**config.mk**
```make
export PLATFORM = sky130hd
export DESIGN_NAME = seg_scan_ctrl
export DESIGN_NICKNAME = d
export VERILOG_FILES = /design/src/rtl/seg_scan_ctrl_pkg.sv /design/src/rtl/seg_slot_timer.sv /design/src/rtl/seg_scan_ctrl.sv
export SDC_FILE = /design/constraint.sdc
export NUM_CORES = 1
export LEC_CHECK = 0
export CAP_MARGIN = 20
export CORE_MARGIN = 5
export CORE_UTILIZATION = 52
export CTS_CLUSTER_SIZE = 24
export DETAILED_ROUTE_END_ITERATION = 16
export PLACE_DENSITY = 0.71
export SYNTH_ARGS = -nofsm -noshare
export SYNTH_HDL_FRONTEND = slang
export SYNTH_SLANG_ARGS = --single-unit
```
**constraint.sdc**
```tcl
create_clock -name clk -period 10.1 [get_ports clk]
set_input_delay 2.02 -clock clk [delete_from_list [all_inputs] [get_ports clk]]
set_output_delay 2.02 -clock clk [all_outputs]
set_load 0.02 [all_outputs]
```
**src/rtl/seg_scan_ctrl_pkg.sv**
```systemverilog
// Shared types and constants for the 4-digit multiplexed 7-segment scanner.
package seg_scan_ctrl_pkg;

  localparam int unsigned NUM_DIG = 4;
  localparam int unsigned DIG_W   = 2;
  localparam int unsigned SEG_W   = 8;

  localparam logic [SEG_W-1:0]   SEG_BLANK = 8'h00;
  localparam logic [NUM_DIG-1:0] SEL_NONE  = 4'b1111;

  typedef enum logic [1:0] {
    ST_IDLE  = 2'd0,
    ST_BLANK = 2'd1,
    ST_ON    = 2'd2,
    ST_OFF   = 2'd3
  } scan_state_e;

  // Active-low one-cold select; digit 0 is the leftmost (MSB) position.
  function automatic logic [NUM_DIG-1:0] sel_for(input logic [DIG_W-1:0] dig);
    sel_for = ~(4'b1000 >> dig);
  endfunction

endpackage

```
**src/rtl/seg_slot_timer.sv**
```systemverilog
// Slot counter 0..PRESCALE-1 with registered phase-end flags for the scan FSM.
module seg_slot_timer #(
  parameter int unsigned PRESCALE  = 10,
  parameter int unsigned BLANK_CYC = 2
) (
  input  logic       clk,
  input  logic       nRst,
  input  logic       run,
  input  logic       start,
  input  logic [2:0] bright,
  output logic       slot_end,
  output logic       blank_end,
  output logic       on_end
);

  localparam int unsigned CNT_W   = $clog2(PRESCALE);
  localparam int unsigned ON_UNIT = (PRESCALE - BLANK_CYC) >> 3;

  localparam logic [CNT_W-1:0] SLOT_LAST  = CNT_W'(PRESCALE - 1);
  localparam logic [CNT_W-1:0] BLANK_LAST = CNT_W'(BLANK_CYC - 1);

  logic [CNT_W-1:0] cnt;
  logic [CNT_W-1:0] cnt_n;
  logic [2:0]       bright_q;
  logic [2:0]       bright_n;

  // Last count of the ON phase for a given brightness.
  function automatic logic [CNT_W-1:0] on_last_f(input logic [2:0] b);
    on_last_f = CNT_W'(BLANK_CYC - 1 + ON_UNIT * (32'(b) + 32'd1));
  endfunction

  always_comb begin
    cnt_n    = cnt;
    bright_n = bright_q;
    if (start) bright_n = bright;
    if (!run || cnt == SLOT_LAST) cnt_n = '0;
    else                          cnt_n = cnt + CNT_W'(1);
  end

  // Flags are decoded from the next count so they line up with cnt.
  always_ff @(posedge clk or posedge nRst) begin
    if (nRst) begin
      cnt       <= '0;
      bright_q  <= '0;
      slot_end  <= 1'b0;
      blank_end <= 1'b0;
      on_end    <= 1'b0;
    end else begin
      cnt       <= cnt_n;
      bright_q  <= bright_n;
      slot_end  <= (cnt_n == SLOT_LAST);
      blank_end <= (cnt_n == BLANK_LAST);
      on_end    <= (cnt_n == on_last_f(bright_n));
    end
  end

endmodule

```
**src/rtl/seg_scan_ctrl.sv**
```systemverilog
// 4-digit 7-segment scan scheduler: double-buffered frame, anti-ghost blanking,
// per-digit enable mask and 3-bit brightness PWM.
module seg_scan_ctrl
  import seg_scan_ctrl_pkg::*;
#(
  parameter int unsigned CLK_HZ    = 25_000_000,
  parameter int unsigned SCAN_HZ   = 1000,
  parameter int unsigned BLANK_CYC = 250
) (
  input  logic               clk,
  input  logic               nRst,
  input  logic               enable,
  input  logic [2:0]         bright,
  input  logic [NUM_DIG-1:0] en_mask,
  input  logic               wr_valid,
  output logic               wr_ready,
  input  logic [DIG_W-1:0]   wr_addr,
  input  logic [SEG_W-1:0]   wr_data,
  input  logic               wr_commit,
  output logic               commit_pend,
  output logic               frame_sync,
  output logic [SEG_W-1:0]   seg_dat,
  output logic [NUM_DIG-1:0] seg_sel
);

  localparam int unsigned PRESCALE = CLK_HZ / SCAN_HZ;

  if (BLANK_CYC < 1 || PRESCALE < BLANK_CYC + 8) begin : g_bad_param
    $error("seg_scan_ctrl: need BLANK_CYC >= 1 and PRESCALE - BLANK_CYC >= 8");
  end

  scan_state_e        state, state_n;
  logic [DIG_W-1:0]   digit, digit_n;
  logic [NUM_DIG-1:0] mask_q;
  logic [SEG_W-1:0]   shadow [NUM_DIG];
  logic [SEG_W-1:0]   active [NUM_DIG];

  logic               slot_end, blank_end, on_end;
  logic               run, slot_start, frame_start, swap, show;
  logic               wr_fire, commit_fire, commit_pend_n;
  logic [SEG_W-1:0]   seg_dat_n;
  logic [NUM_DIG-1:0] seg_sel_n;

  assign run = (state != ST_IDLE) && enable;

  seg_slot_timer #(
    .PRESCALE  (PRESCALE),
    .BLANK_CYC (BLANK_CYC)
  ) u_timer (
    .clk       (clk),
    .nRst      (nRst),
    .run       (run),
    .start     (slot_start),
    .bright    (bright),
    .slot_end  (slot_end),
    .blank_end (blank_end),
    .on_end    (on_end)
  );

  // Next state, slot/frame boundaries, commit handshake and output values.
  always_comb begin
    state_n       = state;
    digit_n       = digit;
    slot_start    = 1'b0;
    frame_start   = 1'b0;
    swap          = 1'b0;
    show          = 1'b0;
    wr_fire       = wr_valid && wr_ready;
    commit_fire   = wr_commit && wr_ready;
    commit_pend_n = commit_pend;
    seg_dat_n     = SEG_BLANK;
    seg_sel_n     = SEL_NONE;

    case (state)
      ST_IDLE:  if (enable) begin
                  state_n    = ST_BLANK;
                  slot_start = 1'b1;
                end
      ST_BLANK: if (blank_end) state_n = ST_ON;
      ST_ON:    if (on_end) begin
                  if (slot_end) begin
                    state_n    = ST_BLANK;
                    slot_start = 1'b1;
                  end else begin
                    state_n = ST_OFF;
                  end
                end
      ST_OFF:   if (slot_end) begin
                  state_n    = ST_BLANK;
                  slot_start = 1'b1;
                end
      default:  state_n = ST_IDLE;
    endcase

    if (state != ST_IDLE && !enable) begin
      state_n    = ST_IDLE;
      digit_n    = '0;
      slot_start = 1'b0;
    end else if (slot_start && state != ST_IDLE) begin
      digit_n = digit + DIG_W'(1);
    end

    frame_start = slot_start && (state == ST_IDLE || digit == DIG_W'(NUM_DIG - 1));
    swap        = commit_pend && (state == ST_IDLE || frame_start);
    if (swap)        commit_pend_n = 1'b0;
    if (commit_fire) commit_pend_n = 1'b1;

    // Gating with enable blanks the pins on the same edge the FSM drops to IDLE.
    show = (state == ST_ON) && enable && mask_q[digit];
    if (show) begin
      seg_dat_n = active[digit];
      seg_sel_n = sel_for(digit);
    end
  end

  always_ff @(posedge clk or posedge nRst) begin
    if (nRst) begin
      state       <= ST_IDLE;
      digit       <= '0;
      mask_q      <= '0;
      commit_pend <= 1'b0;
      wr_ready    <= 1'b1;
      frame_sync  <= 1'b0;
      seg_dat     <= SEG_BLANK;
      seg_sel     <= SEL_NONE;
      for (int i = 0; i < NUM_DIG; i++) begin
        shadow[i] <= '0;
        active[i] <= '0;
      end
    end else begin
      state       <= state_n;
      digit       <= digit_n;
      commit_pend <= commit_pend_n;
      wr_ready    <= ~commit_pend_n;
      frame_sync  <= frame_start;
      seg_dat     <= seg_dat_n;
      seg_sel     <= seg_sel_n;
      if (slot_start) mask_q <= en_mask;
      if (wr_fire)    shadow[wr_addr] <= wr_data;
      if (swap) begin
        for (int i = 0; i < NUM_DIG; i++) active[i] <= shadow[i];
      end
    end
  end

endmodule
```
=== Word level (Yosys, flattened, before mapping) ===
Index checks and enable logic that the tools add are counted.

* Equal/unequal tests: 12
* Mux-type cells: 28
* Shifts and indexed selects: 1
* Reduce and logical (&&, ||, !) cells: 19
* Bitwise gates (word level): 4
* Order comparisons: 4
* Add/subtract/negate cells: 4
* Multipliers: 1

{| class="wikitable"
|+ Operators with widths
! kind !! number
|-
| bitwise mux 32 bit || 1
|-
| multiplier 12 x 32 -> 15 bit, first input constant || 1
|-
| 2-to-1 mux 8 bit || 4
|-
| == test 15 bit, second input constant || 2
|-
| binary-select mux 8 bit (select 2 bit) || 1
|-
| demux 8 bit (select 2 bit) || 1
|-
| 2-to-1 mux 2 bit || 8
|-
| adder 15 x 1 -> 15 bit, second input constant || 1
|-
| adder 8 x 15 -> 15 bit, first input constant || 1
|-
| == test 15 bit || 1
|-
| == test 15 x 8 -> 1 bit, second input constant || 1
|-
| 2-to-1 mux 15 bit || 1
|-
| logical AND 1 bit || 10
|-
| != test 3 x 2 -> 1 bit, second input constant || 3
|-
| case mux 2 bit (4 select lines) || 1
|-
| 2-to-1 mux 1 bit || 7
|-
| == test 2 bit, second input constant || 3
|-
| greater-or-equal comparator 3 bit, second input constant || 2
|-
| inverter 2 -> 3 bit || 2
|-
| adder 3 x 1 -> 4 bit, second input constant || 1
|-
| 2-to-1 mux 4 bit || 1
|-
| inverter 4 bit || 1
|-
| AND reduction 4 bit || 1
|-
| nonzero test 2 bit || 2
|-
| other kinds (13) || 16
|}

* Input bits: 22
* Register bits: 108
* Output and inout port bits: 15
* Word-level logic and storage cells: 94

=== Logic depth before layout (Yosys ltp) ===
* Word-level depth: 10
* Mapped depth: 21
* Gate-level depth less buffers: 20

=== Modules after synthesis ===
Synthesis repeated with hierarchy kept, for this count alone.

* Cell total of the unflattened synthesis: 457
* Area total of the unflattened synthesis: 5776.8 um^2

{| class="wikitable"
|+ By module, submodules not included
! module !! area an instance (um^2) !! seq. area each (um^2) !! cells an instance !! times used
|-
| seg_scan_ctrl || 3808.7 || 2183.3 || 242 || 1
|-
| seg_slot_timer || 1968.1 || 525.5 || 215 || 1
|}

=== Worst setup path before layout ===
No wires, ideal clock.

* Path kind: input-to-reg
* Start point: in enable
* End point: reg u_timer.on_end
* Data required time: 9.989 ns
* Library setup time: 0.111 ns
* Stages: 19
* Buffers on the path: 1
* Slack: 3.125 ns
* Data arrival time: 6.863 ns
* Path through: clkbuf_8 a22oi_1 a211oi_4 mux2i_1 inv_1 ha_1 xnor2_1 inv_1 fa_1 inv_1 ha_1 ha_1 or3_1 o2111ai_1 a21oi_1 xor3_1 a2111oi_1 o311ai_1 a2111oi_2

* Cells in the longest elaborated chain, start to end: 8
* Elaborated cells on any way between the ends: 14
* Classes of those cells: add/sub (2); mul (1); eq/ne (1); mux (5); reduce/logical (5)

{| class="wikitable"
|+ Ends and longest elaborated chain
! what !! RTL line !! RTL
|-
| start, declared || seg_scan_ctrl.sv:12 || <nowiki>input logic enable,</nowiki>
|-
| 2-to-1 mux 1 bit / logical NOT 1 bit (equally long branches) || seg_scan_ctrl.sv:75, seg_scan_ctrl.sv:95 ||
|-
| case mux 1 bit (3 select lines) / logical AND 1 bit (equally long branches) || seg_scan_ctrl.sv:74, seg_scan_ctrl.sv:95 ||
|-
| 2-to-1 mux 1 bit (*) || seg_scan_ctrl.sv:95 || <nowiki>if (state != ST_IDLE && !enable) begin</nowiki>
|-
| 2-to-1 mux 3 bit (*) || seg_slot_timer.sv:35 || <nowiki>if (start) bright_n = bright;</nowiki>
|-
| net u_timer.bright_n[0] || seg_slot_timer.sv:25 || <nowiki>logic [2:0] bright_n;</nowiki>
|-
| adder 3 x 1 -> 4 bit (*) || seg_slot_timer.sv:29 || <nowiki>on_last_f = CNT_W'(BLANK_CYC - 1 + ON_UNIT * (32'(b) + 32'd1));</nowiki>
|-
| multiplier 12 x 32 -> 15 bit (*) || seg_slot_timer.sv:29 ||
|-
| adder 8 x 15 -> 15 bit (*) || seg_slot_timer.sv:29 ||
|-
| == test 15 bit (*) || seg_slot_timer.sv:53 || <nowiki>on_end <= (cnt_n == on_last_f(bright_n));</nowiki>
|-
| end signal, assigned || seg_slot_timer.sv:53 ||
|-
| end, declared || seg_slot_timer.sv:13 || <nowiki>output logic on_end</nowiki>
|}

The timed path passes the listed nets; every way through them passes the cells marked *.
A chain may end at the register's enable or synchronous reset.

=== Worst setup path in the final report ===
Ends and elaborated chain as after synthesis.

==> results.yml <==
floorplan:
  io_pins: 37
  dieArea_um2: 13380
  die_h_um: 115.7
  chipWidth_um: 115.7
  row_count: 38
  core_um2: 10890
  initial_core_util_pct: 53.32
worst_setup_path:
  cp_max_fo: 15
  cp-end-kind: "register"
  cp_cell_sequence: "clkdlybuf4s50_1 > a22oi_1 > a211oi_4 > mux2i_1 > inv_1 > ha_1 > xnor2_1 > inv_1 > fa_1 > inv_1 > ha_1 > ha_1 > or3_1 > o2111ai_1 > a21oi_1 > xor3_1 > a2111oi_1 > o311ai_1 > a2111oi_2"
  start_kind: "primary input"
  critical-path-max-stage-delay_ns: 0.73
  r2r_start: "state[1]$_DFFE_PP0P_"
  arrival_ns: 8.40
  critPathKind: "primary input to register"
  worst-r2r-cell-count: 20
  r2r_slack_ns: 3.35
  crit_slowest_cell: "mux2i_1"
  reg2reg_to: "u_timer.on_end$_DFF_PP0_"
  crit_required_ns: 10.37
flow_run:
  cap_violations: 0
clock_tree:
  clock-sinks: 108
  clk_latency_ns: 0.38
  cts_hold_buf: 0
  cts_buffers: 9
  cts.htree.levels: 3
  ctsLongestPathBuffers: 2
  clk_pin_slew_ns: 0.10
  ctsResizeCount: 0
  cts-root-buf: "clkbuf_8"
  cts_setup_buffers: 0
  cts_tree: "done"
global_route:
  first_global_vias: 3838
  grtUsageTotal_pct: 18.87
  antenna_found_initial: 0
  grt_max_degree: 74
  grt_pass1_wl_um: 19780
  overflow: 0
routing:
  antenna_left: 0
  drt_iter0_markers: 244
  dr.pass1.iters: 4
  drc: 0
  via_count: 3805
  drt_wl_total_um: 11710
  wl_per_cell_um: 17.87
  vias_per_cell: 5.809
finish:
  fill_cells: 893
  nets: 565
  area_delta_synth_final_pct: 11.96
  diodes: 0
  seq_area_um2: 2709
  multi_input_area_um2: 2904
  finalCoreUtilization_pct: 59.70
  drive_above_1_share_pct: 21.17
placement:
  gp_congestion: 0.8526
  place_hpwl_um: 8249
  io_buffers: 36
  preCtsSetupSlack_ns: 1.594
sta:
  max_slew.worst_pin.slew_ns: 0.9348
  hold_viol: 0
  final.period_utilization_pct: 80.50
  layout_min_cycle_time_ns: 8.130
  worst_slack_ns: 1.970
  max_slew_margin_pct: 36.07
  rsz0062_at_grt: "no"
  setup_viol: 0
  drv_slew: 0
  max_freq_ghz: 0.1230
  fin_setup_tns_ns: 0
  fin_skew_ns: 0.01038
worst_hold_path:
  hold_class: "register to register"
  min_path_cells: 1
  min_from: "shadow[15]$_DFFE_PP0P_"
  hold-path-endpoint: "active[15]$_DFFE_PP0P_"
logic_synthesis:
  postSynthCellCount: 474
  yosys.area.top_type: "dfrtp_1"
  async_flop_share_pct: 100.0
  synth_cell_types: 71
  synth_edf_count: 0
  syn_nets: 529
  syn_avg_cell_area_um2: 12.25
  yosysMostFrequentCell: "dfrtp_1"
  synth_top_area_share_pct: 44.40
  yosys-top-cells-area: "dfrtp_1, mux2_2, ha_1"
  ys.flop_type: "dfrtp_1"
  synth_area_um2: 5806
  synthTopCellsByCount: "dfrtp_1, mux2_2, ha_1, inv_1, nand2_1"
  yosys_warnings: 0
  synth-seq-area-share_pct: 46.66
  ys_ff_latch: 108
status:
  status: "finished, final reports clean"
power_and_ir_drop:
  ir_worst_vdd_uv: 164.8
  p_per_area_nw_per_um2: 338.0
  p_leak_nw: 2.729
==> critical path: cells and delay by family <==
kind / cells / cell delay, ns
multiplexers: 1 / 0.73
AND/OR/NAND/NOR: 1 / 0.41
XOR/XNOR: 2 / 0.66
adder cells (fa/ha/maj): 4 / 1.54
buffers and inverters: 4 / 1.05
AO/OA/AOI/OAI: 7 / 1.98
==> how the worst max path moves through the flow <==
stage | cells past startpoint | endpoint | from | slack [ns]
global placement | 19 | u_timer.on_end$_DFF_PP0_ | enable | 1.87
global route | 19 | u_timer.on_end$_DFF_PP0_ | enable | 1.42
floorplan | 19 | u_timer.on_end$_DFF_PP0_ | enable | 3.13
finish | 19 | u_timer.on_end$_DFF_PP0_ | enable | 1.97
detailed placement | 19 | u_timer.on_end$_DFF_PP0_ | enable | 1.59
CTS | 19 | u_timer.on_end$_DFF_PP0_ | enable | 1.99
==> metal layers <==
| metal | vias up | part of all wire [%] | GRT usage [%] |
|---|---|---|---|
| met5 | - | 0 | 0 |
| met4 | 0 | 1.9 | 5.491 |
| met3 | 17 | 4.0 | 3.290 |
| met2 | 88 | 48 | 30.59 |
| met1 | 1918 | 46 | 26.32 |
| li1 | 1782 | - | - |
==> power by group <==
| group | switching (mW) | internal (mW) | leakage, nW |
|---|---|---|---|
| logic | 0.608 | 0.595 | 1.27 |
| registers | 0.0982 | 0.594 | 1.34 |
| clock network | 0.158 | 0.144 | 0.115 |
==> state kept, by name, indices dropped and copies added (netlist names) <==
| register | count |
|---|---|
| active | 32 |
| wr_ready | 1 |
| state | 2 |
| u_timer.slot_end | 1 |
| digit | 2 |
| mask_q | 4 |
| commit_pend | 1 |
| u_timer.cnt | 15 |
| u_timer.bright_q | 3 |
| frame_sync | 1 |
| seg_sel | 4 |
| seg_dat | 8 |
| shadow | 32 |
| u_timer.blank_end | 1 |
| u_timer.on_end | 1 |
==> logic make-up after synthesis <==
group	synth area share [%]
buffers and inverters	3.319
AO/OA/AOI/OAI	7.608
AND/OR/NAND/NOR	11.96
flip-flops	46.66
multiplexers	17.50
XOR/XNOR	5.453
adder cells (fa/ha/maj)	7.500
==> stage by stage <==
stage | hold WS [ns] | std cells | cell area (um2) | power, mW
after global routing | 0.5123 | 655 | 6500 | 2.389
after global placement | 0.4615 | 639 | 6267 | 1.860
after CTS | 0.4968 | 655 | 6500 | 2.209
after floorplan | 0.4522 | 474 | 5806 | 1.659
after detailed placement | 0.4698 | 639 | 6267 | 1.902
final | 0.4977 | 655 | 6500 | 2.197
==> final cells by class <==
type / count / share of cell area (%)
well taps: 140 / 2.695
repair buffers: 39 / 5.890
clock buffers: 9 / 1.906
multi-input cells: 327 / 44.68
inverters: 25 / 1.482
flip-flops and latches: 108 / 41.67
clock inverters: 7 / 1.675
==> cells in the final DEF (no fill, tap or decap), types with 3 or more instances in the layout <==
master / Yosys / final
o211ai_1: 4 / 4
nand2b_1: 4 / 4
nor2b_1: 10 / 10
clkbuf_8: 2 / 9
nand4_1: 8 / 8
nor4_1: 7 / 7
and2_1: 3 / 3
or4_1: 4 / 4
mux2_1: 7 / 7
mux2i_1: 7 / 7
nand2_1: 25 / 25
xor2_1: 11 / 11
clkdlybuf4s50_1: 0 / 36
or3_1: 3 / 3
nor2_1: 21 / 21
xnor2_1: 18 / 18
fa_1: 3 / 3
dfstp_2: 5 / 5
nor3_1: 6 / 6
ha_1: 30 / 30
a21oi_1: 11 / 11
o21ai_0: 13 / 13
inv_1: 25 / 24
nand3_1: 10 / 10
mux4_2: 8 / 8
dfrtp_1: 103 / 103
buf_4: 1 / 3
mux2_2: 61 / 61
(Power assumes the default switching activity.)
